File: config.mk
export PLATFORM = sky130hd
export DESIGN_NAME = alu_control_seq
export DESIGN_NICKNAME = d
export VERILOG_FILES = /design/src/rtl/alu_control_seq.sv
export SDC_FILE = /design/constraint.sdc
export NUM_CORES = 1
export LEC_CHECK = 0
export ABC_CLOCK_PERIOD_IN_PS = 4200
export BUFFER_PORTS_ARGS = -buffer_cell sky130_fd_sc_hd__buf_2
export CAP_MARGIN = 25
export CORE_MARGIN = 3
export CORE_UTILIZATION = 33
export DETAILED_ROUTE_END_ITERATION = 12
export SLEW_MARGIN = 0
export SYNTH_ARGS = -nofsm -noshare
export SYNTH_HDL_FRONTEND = slang
export SYNTH_SLANG_ARGS = --single-unit
File: constraint.sdc
create_clock -name clk -period 4.2 [get_ports clk]
set_input_delay 0.21 -clock clk [delete_from_list [all_inputs] [get_ports clk]]
set_output_delay 0.21 -clock clk [all_outputs]
set_load 0.005 [all_outputs]
File: src/rtl/alu_control_seq.sv
`default_nettype none
// ============================================================================
// Module      : alu_control_seq
// Description : Registered MIPS ALU control decoder with multi-cycle op
//               sequencing. Single-cycle ops complete one cycle after accept.
//               MUL (and DIV when ALU_DIV_EN is defined) run a latency
//               counter and raise stall until the result cycle.
//               Optional feature macro: ALU_DIV_EN (Func 011010 -> div).
// Revision    : 1.0 - initial release
// ============================================================================
module alu_control_seq #(
  parameter int CTRL_W  = 3,
  parameter int MUL_LAT = 4,
  parameter int DIV_LAT = 16
) (
  input  logic              clk,
  input  logic              rst_n,
  input  logic              valid_in,
  input  logic              flush,
  input  logic [1:0]        AluOP,
  input  logic [5:0]        Func,
  output logic [CTRL_W-1:0] Alu_Control,
  output logic              valid_out,
  output logic              stall,
  output logic              MultiCycle,
  output logic              Illegal_Func
);

  // Counter is sized for the longest configured latency; it only ever counts
  // down from LAT-2, so it never wraps.
  localparam int c_MAX_LAT = (MUL_LAT > DIV_LAT) ? MUL_LAT : DIV_LAT;
  localparam int c_CNT_W   = (c_MAX_LAT > 2) ? $clog2(c_MAX_LAT) : 1;

  typedef enum logic [0:0] {
    S_IDLE = 1'b0,
    S_EXEC = 1'b1
  } state_t;

  state_t             r_state, w_state_nxt;
  logic [c_CNT_W-1:0] r_cnt, w_cnt_nxt;
  logic [2:0]         r_code, w_code_nxt;
  logic               r_valid_out, w_valid_out_nxt;
  logic               r_multi, w_multi_nxt;
  logic               r_illegal, w_illegal_nxt;

  logic [2:0]         w_dec_code;
  logic               w_dec_multi;
  logic               w_dec_illegal;
  logic [c_CNT_W-1:0] w_dec_load;
  logic               w_stall;
  logic               w_accept;

  assign w_stall   = (r_state == S_EXEC);
  assign w_accept  = valid_in & ~w_stall & ~flush;

  assign Alu_Control  = CTRL_W'(r_code);
  assign valid_out    = r_valid_out;
  assign stall        = w_stall;
  assign MultiCycle   = r_multi;
  assign Illegal_Func = r_illegal;

  // Combinational decode of AluOP/Func into code, multi-cycle flag and counter preload.
  always_comb begin
    w_dec_code    = 3'b010;
    w_dec_multi   = 1'b0;
    w_dec_illegal = 1'b0;
    w_dec_load    = '0;
    case (AluOP)
      2'b01: w_dec_code = 3'b100;
      2'b10: begin
        case (Func)
          6'b100000: w_dec_code = 3'b010;
          6'b100010: w_dec_code = 3'b100;
          6'b101010: w_dec_code = 3'b110;
          6'b100100: w_dec_code = 3'b000;
          6'b100101: w_dec_code = 3'b001;
          6'b011100: begin
            w_dec_code  = 3'b101;
            w_dec_multi = 1'b1;
            w_dec_load  = c_CNT_W'(MUL_LAT - 2);
          end
`ifdef ALU_DIV_EN
          6'b011010: begin
            w_dec_code  = 3'b111;
            w_dec_multi = 1'b1;
            w_dec_load  = c_CNT_W'(DIV_LAT - 2);
          end
`endif
          default: begin
            w_dec_code    = 3'b010;
            w_dec_illegal = 1'b1;
          end
        endcase
      end
      default: w_dec_code = 3'b010;
    endcase
  end

  // Next-state and next-output logic; flush overrides everything except the held code.
  always_comb begin
    w_state_nxt     = r_state;
    w_cnt_nxt       = r_cnt;
    w_code_nxt      = r_code;
    w_valid_out_nxt = 1'b0;
    w_multi_nxt     = 1'b0;
    w_illegal_nxt   = 1'b0;
    if (flush) begin
      w_state_nxt = S_IDLE;
      w_cnt_nxt   = '0;
    end else begin
      case (r_state)
        S_IDLE: begin
          if (w_accept) begin
            w_code_nxt = w_dec_code;
            if (w_dec_multi) begin
              w_state_nxt = S_EXEC;
              w_cnt_nxt   = w_dec_load;
            end else begin
              w_valid_out_nxt = 1'b1;
              w_illegal_nxt   = w_dec_illegal;
            end
          end
        end
        S_EXEC: begin
          if (r_cnt == '0) begin
            w_state_nxt     = S_IDLE;
            w_valid_out_nxt = 1'b1;
            w_multi_nxt     = 1'b1;
          end else begin
            w_cnt_nxt = r_cnt - c_CNT_W'(1);
          end
        end
        default: begin
          w_state_nxt = S_IDLE;
          w_cnt_nxt   = '0;
        end
      endcase
    end
  end

  // State, counter and registered outputs with asynchronous reset.
  always_ff @(posedge clk or negedge rst_n) begin
    if (!rst_n) begin
      r_state     <= S_IDLE;
      r_cnt       <= '0;
      r_code      <= 3'b010;
      r_valid_out <= 1'b0;
      r_multi     <= 1'b0;
      r_illegal   <= 1'b0;
    end else begin
      r_state     <= w_state_nxt;
      r_cnt       <= w_cnt_nxt;
      r_code      <= w_code_nxt;
      r_valid_out <= w_valid_out_nxt;
      r_multi     <= w_multi_nxt;
      r_illegal   <= w_illegal_nxt;
    end
  end

endmodule
`default_nettype wire
# == Word-level counts from Yosys, hierarchy flattened ==
# Cells that the tools add are included.
# totals
ff_bits,11
inputBits,12
word_cells,55
# classes
add_sub_neg,1
n_eq_ne,11
muxes,29
bitwise,4
reduce_logical,4
# op_table
op,count
$eq 6x6->1 const B,5
$mux 1,18
$mux 4,4
$pmux 3 s5,1
$ne 3x3->1 const B,3
$pmux 4 s2,1
$eq 6x5->1 const B,1
$pmux 3 s2,1
$reduce_and 3->1,2
$reduce_or 6->1,1
$logic_not 4->1,1
$mux 2,2
$pmux 1 s2,2
$sub 4x1->4 const B,1
$and 1x1->1,2
$eq 2x1->1 const B,1
$eq 2x2->1 const B,1
$not 1->1,2

# == Depth between registers and ports, before layout ==
# Gate-level depths: netlist of the first run.
# depth
depth_word,8
depth_mapped,5
mapped_depth_nobuf,5

# == Worst setup path after synthesis of the first run ==
# Ideal clock, no wire load.
# synth_timing
kind,reg2reg
start,register r_cnt[1]
end,register r_cnt[1]
setup_ps,96
t_arrival_ps,1317
required_ps,4104
setup_slack_ps,2787
path_stages_with_launch,6
synth_period_minus_slack_ps,1413
cell_sequence,dfrtp_1 > inv_1 > ha_1 > nor3b_1 > o21bai_1 > a311oi_2
# synth_between
elab_chain_cells,4
word_cells_on_any_way,7
cone_classes,1 x add/sub; 1 x eq/ne; 3 x mux; 2 x reduce/logical
# synth_rtl
item,line,source
start: declaration,40,"logic [c_CNT_W-1:0] r_cnt, w_cnt_nxt;"
start signal: assignment,152,r_cnt <= w_cnt_nxt;
$sub 4x1->4,130,w_cnt_nxt = r_cnt - c_CNT_W'(1);
$mux 4,125,if (r_cnt == '0) begin
$pmux 4 s2,111,case (r_state)
$mux 4,107,if (flush) begin
# Parallel ways exist; a longest one is shown, timed or not. The select of a mux whose other input is x is not followed.
# A chain may end at the register's enable or synchronous reset.

# == Worst setup path after layout of the first run ==
# layout_timing
start,register r_cnt[0]
end,register r_cnt[1]
# Same word-level chain as after synthesis.

==> key figures, run 1 <==
Detailed routing
  • Wire per inst: 12.9 um
  • DRT Pass-1 Iters: 4
  • Vias/cell: 5.13
  • Remaining design rule violation count: 0
  • Final ANT Viol Nets: 0
  • Drt initial violations: 8
  • Routed wire length: 1540 um
  • Via count: 611

STA
  • Max frequency: 0.610 GHz
  • RSZ-0062 raised after global routing: false
  • Final period utilization: 0.390
  • Max-slew violations: 0
  • Setup violators final: 0
  • Final worst setup slack: 2.56 ns
  • Slew margin rel.: 0.698
  • Fin Hold WS: 0.212 ns
  • Final hold vios: 0
  • Final TNS setup: 0 ns
  • Setup Skew: 0.00296 ns
  • Final min period: 1.64 ns
  • Least-Margin Pin Slew: 0.451 ns

Power
  • Power per cell area: 248 nW/um2
  • Switching Fraction: 0.252
  • Switching pwr: 55.1 uW
  • Power Total: 219 uW
  • Internal power: 164 uW
  • Comb pwr share: 0.152
  • Clk pwr share: 0.337
  • Worst vdd ir: 0.000142 V
  • Leakage: 0.405 nW
  • Seq pwr share: 0.511

CTS
  • Clock Path Buffers: 2
  • Worst skew pair latency: 0.27 ns
  • CTS root buffer: clkbuf_4
  • Setup Buffers After CTS: 0
  • CTS buffer count: 3
  • CTS Sinks: 11
  • Clock-pin slew on the worst setup and hold paths: 0.07 ns
  • H-Tree Depth: 1
  • CTS tree: yes
  • Hold-fix buffer count after cts: 1
  • Resize count post-CTS: 0

Cells and area
  • ANT cells: 0
  • Filler Cells Inserted: 207
  • Utilization after layout: 0.436
  • Layout Cells excl Fill: 119
  • P&R area growth vs syn: 21.4%
  • Layout cell share with drive strength beyond 1: 0.326
  • Fin nets: 109
  • Final Cell Area: 881 um2

Worst setup path
  • Critical path origin: r_cnt[0]
  • CP Data Arrival Time: 1.82 ns
  • CP max FO: 4
  • R2R depth: 5
  • Critical Path End: r_cnt[1]
  • Setup crit start kind: flop
  • Worst Path Required: 4.38 ns
  • Reg-to-Reg Start: r_cnt[0]
  • Reg2reg end: r_cnt[1]
  • Crit path kind: flop to flop
  • Worst Setup End Kind: flop
  • Register-to-register setup slack: 2.56 ns

Logic synthesis
  • Seq/Total Area, Yosys: 0.381
  • Mean Syn Cell Area: 10.4 um2
  • Cell Area, Synth: 726 um2
  • YS warnings: 0
  • FF+latch count, synth: 11
  • Post-Syn Instances: 70
  • Post-Syn Nets: 86
  • Count of cell types in the netlist: 34

Global routing
  • Remaining Overflow, GRT: 0
  • Total track usage: 0.131
  • First-pass GRT wire length: 2680 um
  • Largest net degree at the start of global routing: 12
  • Vias in the first global route: 629
  • Initial antenna violation count: 0

Floorplan
  • Initial Util: 0.359
  • IO Pins: 19
  • Core ar.: 2020 um2
  • Rows: 16
  • Die X: 52.9 um
  • Die area: 2800 um2
  • DIE HEIGHT: 52.9 um

Placement
  • Placement Setup Slack: 2.60 ns
  • Gpl congestion: 0.796
  • Placed Instances: 114
  • Area after DPL: 845 um2
  • Hpwl dp: 1210 um
  • I/O Buffers: 18

Outcome
  • Status: complete, no violations

Min path
  • Hold Path Class: input pin to flop

Run
  • Max_cap viols: 0
==> synthesized netlist by cell type <==
cell / number / area share
a211oi_1: 1 / 0.010
a21boi_0: 2 / 0.021
a21o_1: 1 / 0.010
a21oi_1: 1 / 0.0069
a311oi_2: 1 / 0.021
a31o_2: 1 / 0.012
a32o_1: 2 / 0.028
buf_2: 1 / 0.0069
dfrtp_1: 10 / 0.34
dfstp_2: 1 / 0.036
ha_1: 4 / 0.069
inv_1: 6 / 0.031
mux2_2: 2 / 0.031
mux2i_1: 1 / 0.014
nand2_1: 4 / 0.021
nand2b_1: 2 / 0.017
nand3b_1: 1 / 0.010
nand4bb_1: 2 / 0.031
nand4bb_4: 1 / 0.038
nor2_1: 7 / 0.036
nor2b_1: 1 / 0.0086
nor3_1: 1 / 0.0069
nor3b_1: 3 / 0.031
nor3b_2: 1 / 0.017
o21ai_0: 3 / 0.021
o21bai_1: 1 / 0.010
o22ai_1: 1 / 0.0086
o31ai_1: 1 / 0.010
o41ai_1: 2 / 0.024
or3_4: 1 / 0.016
or3b_1: 1 / 0.012
or3b_2: 1 / 0.012
or4bb_1: 1 / 0.016
xnor2_1: 1 / 0.012
==> routing by layer <==
metal | vias to the layer above | track usage | wire length [um]
met2 | 16 | 0.219 | 751
met4 | 0 | 0.0638 | 17
met1 | 291 | 0.162 | 694
li1 | 302 | - | -
met3 | 2 | 0.0225 | 76
met5 | - | 0 | 0
==> power by group through the flow <==
| stage | clock network (mW) | logic, mW | registers, mW |
|---|---|---|---|
| 2_1_floorplan | 0 | 0.0169 | 0.115 |
| 3_3_place_gp | 0 | 0.0328 | 0.114 |
| 3_5_place_dp | 0 | 0.0329 | 0.114 |
| 4_1_cts | 0.0753 | 0.0339 | 0.112 |
| 5_1_grt | 0.0790 | 0.0379 | 0.113 |
| 6_report | 0.0738 | 0.0332 | 0.112 |
==> cell usage in the layout, fill, tap and decap left out, drive strengths merged, types with 2 or more instances in the layout <==
cell     netlist  layout
a21boi         2       2
a32o           2       2
buf            1      18
clkbuf         0       4
dfrtp         10      10
ha             4       4
inv            6       6
mux2           2       2
nand2          4       4
nand2b         2       2
nand4bb        3       3
nor2           7       7
nor3b          4       4
o21ai          3       3
o41ai          2       2
or3b           2       2
==> critical path, cell delays in order (launching register included) <==
cell,delay [ns]
dfrtp_1,0.44
inv_1,0.11
ha_1,0.19
nor3b_1,0.41
o21bai_1,0.15
a311oi_2,0.24
==> state kept, by name, indices dropped and copies added (netlist names) <==
signal        count
stall             1
MultiCycle        1
r_cnt             4
valid_out         1
Alu_Control       3
Illegal_Func      1
==> cells by family after synthesis <==
kind of cell | after synthesis | synth area share
compound gates | 17 | 0.183
xor+xnor | 1 | 0.0121
fa+ha+maj | 4 | 0.0690
buf+inv | 7 | 0.0379
flops | 11 | 0.381
mux | 3 | 0.0448
simple gates | 27 | 0.272
==> how the worst min path moves through the flow <==
stage               start             end  slack, ns  depth (start not counted)
floorplan           rst_n  Alu_Control[0]      -0.09                          0
global placement    rst_n       valid_out        0.1                          1
detailed placement  rst_n      MultiCycle        0.1                          1
CTS                 flush      MultiCycle       0.21                          2
global route        flush      MultiCycle       0.24                          2
finish              flush      MultiCycle       0.21                          2
==> area by class of cell <==
class | instances | area (um2) | area share
Multi-Input combinational cell | 52 | 422 | 0.479
Sequential cell | 11 | 277 | 0.314
Timing Repair Buffer | 19 | 100 | 0.114
Tap cell | 27 | 33.8 | 0.0384
Clock buffer | 4 | 26.3 | 0.0298
Inverter | 6 | 22.5 | 0.0256
(Power assumes the default switching activity.)
==> run 2, diff against run 1 <==
--- a/config.mk
+++ b/config.mk
@@ -5,7 +5,8 @@
 export SDC_FILE = /design/constraint.sdc
 export NUM_CORES = 1
 export LEC_CHECK = 0
-export ABC_CLOCK_PERIOD_IN_PS = 4200
+export ABC_AREA = 1
+export ABC_CLOCK_PERIOD_IN_PS = 1600
 export BUFFER_PORTS_ARGS = -buffer_cell sky130_fd_sc_hd__buf_2
 export CAP_MARGIN = 25
 export CORE_MARGIN = 3
==> constraint.sdc (replaced) <==
create_clock -name clk -period 1.6 [get_ports clk]
set_input_delay 0.08 -clock clk [delete_from_list [all_inputs] [get_ports clk]]
set_output_delay 0.08 -clock clk [all_outputs]
set_load 0.005 [all_outputs]
==> key figures, run 2 <==
Outcome
  • Status: complete, no violations

Power
  • Switching pwr: 141 uW
  • Comb pwr share: 0.153
  • Power Total: 558 uW
  • Clk pwr share: 0.326
  • Switching Fraction: 0.252
  • Internal power: 418 uW
  • Leakage: 0.502 nW
  • Worst vdd ir: 0.000430 V
  • Power per cell area: 631 nW/um2
  • Seq pwr share: 0.521

STA
  • Setup violators final: 0
  • Max-slew violations: 0
  • Final TNS setup: 0 ns
  • Slew margin rel.: 0.765
  • Final min period: 1.31 ns
  • Setup Skew: 0.00413 ns
  • Final worst setup slack: 0.292 ns
  • Final hold vios: 0
  • RSZ-0062 raised after global routing: false
  • Max frequency: 0.764 GHz
  • Final period utilization: 0.818
  • Least-Margin Pin Slew: 0.350 ns

Cells and area
  • ANT cells: 0
  • Largest register FFs: 4
  • Layout cell share with drive strength beyond 1: 0.303
  • Most flop-heavy register: r_cnt
  • Multi-input logic area: 392 um2
  • Filler Cells Inserted: 219
  • Storage element area: 277 um2
  • P&R area growth vs syn: 22.1%
  • Layout Cells excl Fill: 146
  • Commonest non-fill, non-tap cell in the layout: nand2_1
  • Final Cell Area: 885 um2
  • Commonest non-fill, non-tap cells in the layout: nand2_1, buf_2, inv_1
  • Fin nets: 136

Worst setup path
  • Worst Setup End Kind: flop
  • Worst Path Required: 1.80 ns
  • Critical path's top delay family: simple AND/OR/NAND/NOR gates
  • CP max-delay cell: dfrtp_1
  • Setup crit start kind: flop
  • CP Data Arrival Time: 1.51 ns
  • Crit path kind: flop to flop
  • CP max FO: 4
  • CP bufs+invs: 1
  • Worst path most repeated cell: nand2_1
  • Crit path cell chain: inv_1, ha_1, nand2_1, nor3_2, nand2_2, nand2_2, nand2_1, nand2_1
  • Max incr delay on CP: 0.39 ns

Detailed routing
  • Wire per inst: 9.10 um
  • Vias/cell: 4.39
  • DRT Pass-1 Iters: 4
  • Drt initial violations: 3
  • Final ANT Viol Nets: 0
  • Remaining design rule violation count: 0
  • Via count: 641
  • Routed wire length: 1330 um

Logic synthesis
  • Post-synthesis async set-or-reset flop share: 1.00
  • Post-synth EDFFs: 0
  • Cell Area, Synth: 724 um2
  • Top-area cell type share of the netlist area: 0.345
  • FF+latch count, synth: 11
  • Post-Syn Nets: 112
  • Synth top cells by count: nand2_1, inv_1, dfrtp_1
  • Count of cell types in the netlist: 20
  • Synth top area cells: dfrtp_1, nand2_1, ha_1
  • Post-Syn Instances: 96
  • Most common flop cell mapped by yosys: dfrtp_1
  • Yosys top cell by area: dfrtp_1
  • Seq/Total Area, Yosys: 0.382
  • Mean Syn Cell Area: 7.55 um2
  • Most frequent cell after synthesis: nand2_1
  • YS warnings: 0

Global routing
  • M2 GR Usage: 0.171
  • Total track usage: 0.117
  • Initial antenna violation count: 0
  • Met3 usage: 0.0592
  • First-pass GRT wire length: 2280 um
  • Vias in the first global route: 553
  • Remaining Overflow, GRT: 0
  • Met1 usage: 0.138
  • GR peak layer: met2
  • Largest net degree at the start of global routing: 12

CTS
  • Clock Path Buffers: 2
  • H-Tree Depth: 1
  • CTS buffer count: 3
  • Hold-fix buffer count after cts: 1
  • CTS Sinks: 11
  • Resize count post-CTS: 0
  • Clock-pin slew on the worst setup and hold paths: 0.06 ns
  • CTS root buffer: clkbuf_4
  • Worst skew pair latency: 0.27 ns
  • CTS tree: yes
  • Setup Buffers After CTS: 0

Floorplan
  • Die X: 52.9 um
  • Initial Util: 0.358
  • Core ar.: 2020 um2
  • Rows: 16
  • DIE HEIGHT: 52.9 um
  • IO Pins: 19
  • Die area: 2790 um2

Placement
  • Placement Setup Slack: 0.315 ns
  • I/O Buffers: 18
  • Gpl congestion: 0.774
  • Placed Instances: 141
  • Area after DPL: 848 um2
  • Hpwl dp: 1110 um

Min path
  • Hold Path Class: input pin to flop

Run
  • Max_cap viols: 0
==> run 2: cell type report <==
type	count	share of cell area
multi-input combinational	70	0.443
sequential	11	0.313
timing repair buffer	19	0.113
inverter	15	0.0636
tap	27	0.0382
clock buffer	4	0.0297
==> run 2: worst paths after layout <==
| kind | cells after the start | start | slack (ns) | to |
|---|---|---|---|---|
| max | 8 | r_cnt[0] | 0.29 | r_cnt[2] |
| min | 2 | flush | 0.04 | stall |
| max reg2reg | 8 | r_cnt[0] | 0.29 | r_cnt[2] |
| min reg2reg | 2 | Alu_Control[2] | 0.48 | Alu_Control[2] |
| max in group asynchronous | 2 | rst_n | 1.15 | Alu_Control[1] |
| min in group asynchronous | 2 | rst_n | 0.20 | r_cnt[0] |
==> run 2: stage by stage <==
stage	hold WS (ns)	util
3_5_place_dp	-0.0399	0.420
6_report	0.0350	0.438
5_1_grt	0.0177	0.438
2_1_floorplan	-0.216	-
3_3_place_gp	-0.0404	0.420
4_1_cts	0.0280	0.438
==> run 2: cells by family after synthesis <==
| logic type | Yosys count | synth area share |
|---|---|---|
| AND/OR/NAND/NOR | 60 | 0.420 |
| buffers and inverters | 15 | 0.0777 |
| flip-flops | 11 | 0.382 |
| AO/OA/AOI/OAI | 4 | 0.0276 |
| adder cells (fa/ha/maj) | 4 | 0.0691 |
| XOR/XNOR | 2 | 0.0242 |
==> run 2: power groups by stage <==
stage | clock network, mW | registers (mW) | logic, mW
after global placement | 0 | 0.296 | 0.0838
after global routing | 0.216 | 0.292 | 0.0987
final | 0.182 | 0.291 | 0.0854
after CTS | 0.193 | 0.291 | 0.0870
after floorplan | 0 | 0.297 | 0.0441
after detailed placement | 0 | 0.296 | 0.0848
==> run 2: layer usage <==
| layer | wire length [um] | share of wire | up-vias |
|---|---|---|---|
| li1 | - | - | 348 |
| met1 | 600 | 0.45 | 277 |
| met2 | 613 | 0.46 | 11 |
| met3 | 80 | 0.060 | 5 |
| met4 | 33 | 0.025 | 0 |
| met5 | 0 | 0 | - |
==> run 3, diff against run 2 <==
--- a/config.mk
+++ b/config.mk
@@ -5,8 +5,8 @@
 export SDC_FILE = /design/constraint.sdc
 export NUM_CORES = 1
 export LEC_CHECK = 0
-export ABC_AREA = 1
-export ABC_CLOCK_PERIOD_IN_PS = 1600
+export ABC_AREA = 0
+export ABC_CLOCK_PERIOD_IN_PS = 1250
 export BUFFER_PORTS_ARGS = -buffer_cell sky130_fd_sc_hd__buf_2
 export CAP_MARGIN = 25
 export CORE_MARGIN = 3
==> constraint.sdc (replaced) <==
create_clock -name clk -period 1.25 [get_ports clk]
set_input_delay 0.0625 -clock clk [delete_from_list [all_inputs] [get_ports clk]]
set_output_delay 0.0625 -clock clk [all_outputs]
set_load 0.005 [all_outputs]
==> key figures, run 3 (synthesized netlist as in run 1, its figures left out) <==
Worst setup path
  • CP max FO: 3
  • CP bufs+invs: 1
  • Critical path's top delay family: flip-flops
  • CP Data Arrival Time: 1.52 ns
  • Worst Path Required: 1.41 ns
  • Max incr delay on CP: 0.41 ns
  • CP max-delay cell: dfrtp_1
  • Worst Setup End Kind: flop
  • Crit path cell chain: buf_4, nor3_4, mux2_4, a32o_1
  • Setup crit start kind: flop
  • Crit path kind: flop to flop

Detailed routing
  • Routed wire length: 1750 um
  • Final ANT Viol Nets: 0
  • Drt initial violations: 10
  • Vias/cell: 4.93
  • Remaining design rule violation count: 0
  • DRT Pass-1 Iters: 4
  • Via count: 671
  • Wire per inst: 12.9 um

Floorplan
  • Die area: 2800 um2
  • Initial Util: 0.359
  • Die X: 52.9 um
  • DIE HEIGHT: 52.9 um
  • IO Pins: 19
  • Core ar.: 2020 um2
  • Rows: 16

Global routing
  • Largest net degree at the start of global routing: 12
  • Remaining Overflow, GRT: 0
  • Initial antenna violation count: 0
  • First-pass GRT wire length: 2870 um
  • Total track usage: 0.146
  • Vias in the first global route: 660

STA
  • Setup violators final: 4
  • Slew margin rel.: 0.814
  • Max-slew violations: 0
  • Max frequency: 0.736 GHz
  • RSZ-0062 raised after global routing: true
  • Final min period: 1.36 ns
  • Final hold vios: 0
  • Least-Margin Pin Slew: 0.278 ns
  • Fin Hold WS: 0.169 ns
  • Setup Skew: 0.00957 ns
  • Final worst setup slack: -0.109 ns
  • Final period utilization: 1.09

Cells and area
  • P&R area growth vs syn: 52.1%
  • Commonest non-fill, non-tap cells in the layout: buf_2, buf_4, dfrtp_1
  • Largest register FFs: 4
  • Most flop-heavy register: r_cnt
  • Commonest non-fill, non-tap cell in the layout: buf_2
  • Fin nets: 126
  • ANT cells: 0
  • Layout cell share with drive strength beyond 1: 0.550
  • Utilization after layout: 0.546
  • Filler Cells Inserted: 174

CTS
  • CTS root buffer: clkbuf_4
  • Clock Path Buffers: 2
  • Clock-pin slew on the worst setup and hold paths: 0.08 ns
  • CTS Sinks: 11
  • Worst skew pair latency: 0.28 ns
  • CTS buffer count: 3
  • H-Tree Depth: 1
  • CTS tree: yes

Placement
  • I/O Buffers: 18
  • Gpl congestion: 0.710
  • Hpwl dp: 1270 um

Min path
  • Hold Path Class: input pin to async pin

Outcome
  • Status: finished with violations
  • Violated checks: negative setup slack

Power
  • Power per cell area: 692 nW/um2
  • Worst vdd ir: 0.000398 V
  • Leakage: 0.528 nW

Run
  • Max_cap viols: 0
[run 3: path summary, 6_finish.rpt]
check | startpoint | to | slack [ns] | depth (start not counted)
min in group clk | flush | MultiCycle | 0.17 | 3
max | r_cnt[1] | r_cnt[3] | -0.11 | 4
max in group asynchronous | rst_n | Alu_Control[1] | 0.82 | 2
min reg2reg | Alu_Control[0] | Alu_Control[0] | 0.49 | 2
min | rst_n | Illegal_Func | 0.17 | 2
max reg2reg | r_cnt[1] | r_cnt[3] | -0.11 | 4
[run 3: cell type report]
cell class	instances	area [um2]	share of cell area
inverters	6	22.5	0.0204
repair buffers	36	228	0.206
clock inverters	1	5.00	0.00454
flip-flops and latches	11	278	0.252
well taps	27	33.8	0.0306
multi-input cells	52	514	0.466
clock buffers	3	22.5	0.0204
[run 3: repair_timing]
| item | in CTS | in global routing |
|---|---|---|
| resized for setup | 6 | 8 |
| setup endpoints to repair | 5 | 10 |
| buffers inserted | 4 | 3 |
| hold buffers | 1 | 0 |
| pin swaps | 2 | 4 |
| endpoints found under the hold margin | 11 | 0 |
[run 3: where the power goes]
| group | switching, mW | total, mW | leakage (nW) | internal [mW] |
|---|---|---|---|---|
| logic | 0.0654 | 0.139 | 0.363 | 0.0736 |
| clock network | 0.129 | 0.247 | 0.0177 | 0.119 |
| registers | 0.00577 | 0.377 | 0.147 | 0.371 |
[run 3: worst reg2reg max path, delay by kind of cell (launching register included)]
| family | cells | cell delay, ns |
|---|---|---|
| flip-flops | 1 | 0.41 |
| AO/OA/AOI/OAI | 1 | 0.20 |
| buffers and inverters | 1 | 0.15 |
| multiplexers | 1 | 0.32 |
| AND/OR/NAND/NOR | 1 | 0.17 |
[run 3: layer usage]
layer	share of wire	track usage	up-vias
met2	0.45	0.217	19
li1	-	-	338
met4	0.019	0.0894	0
met5	0	0	-
met1	0.47	0.183	310
met3	0.054	0.0423	4
[run 3: through the flow]
stage                     TNS [ns]  worst slack, ns  cell area (um2)  std cells  total power, mW
after detailed placement    -0.451           -0.143              936        124            0.512
after global placement      -0.289          -0.0858              936        124            0.510
after floorplan             -0.125          -0.0381              742         70            0.446
after CTS                   -0.126          -0.0422             1030        133            0.769
after global routing        -0.489           -0.134             1100        136            0.820
final                       -0.306           -0.109             1100        136            0.764
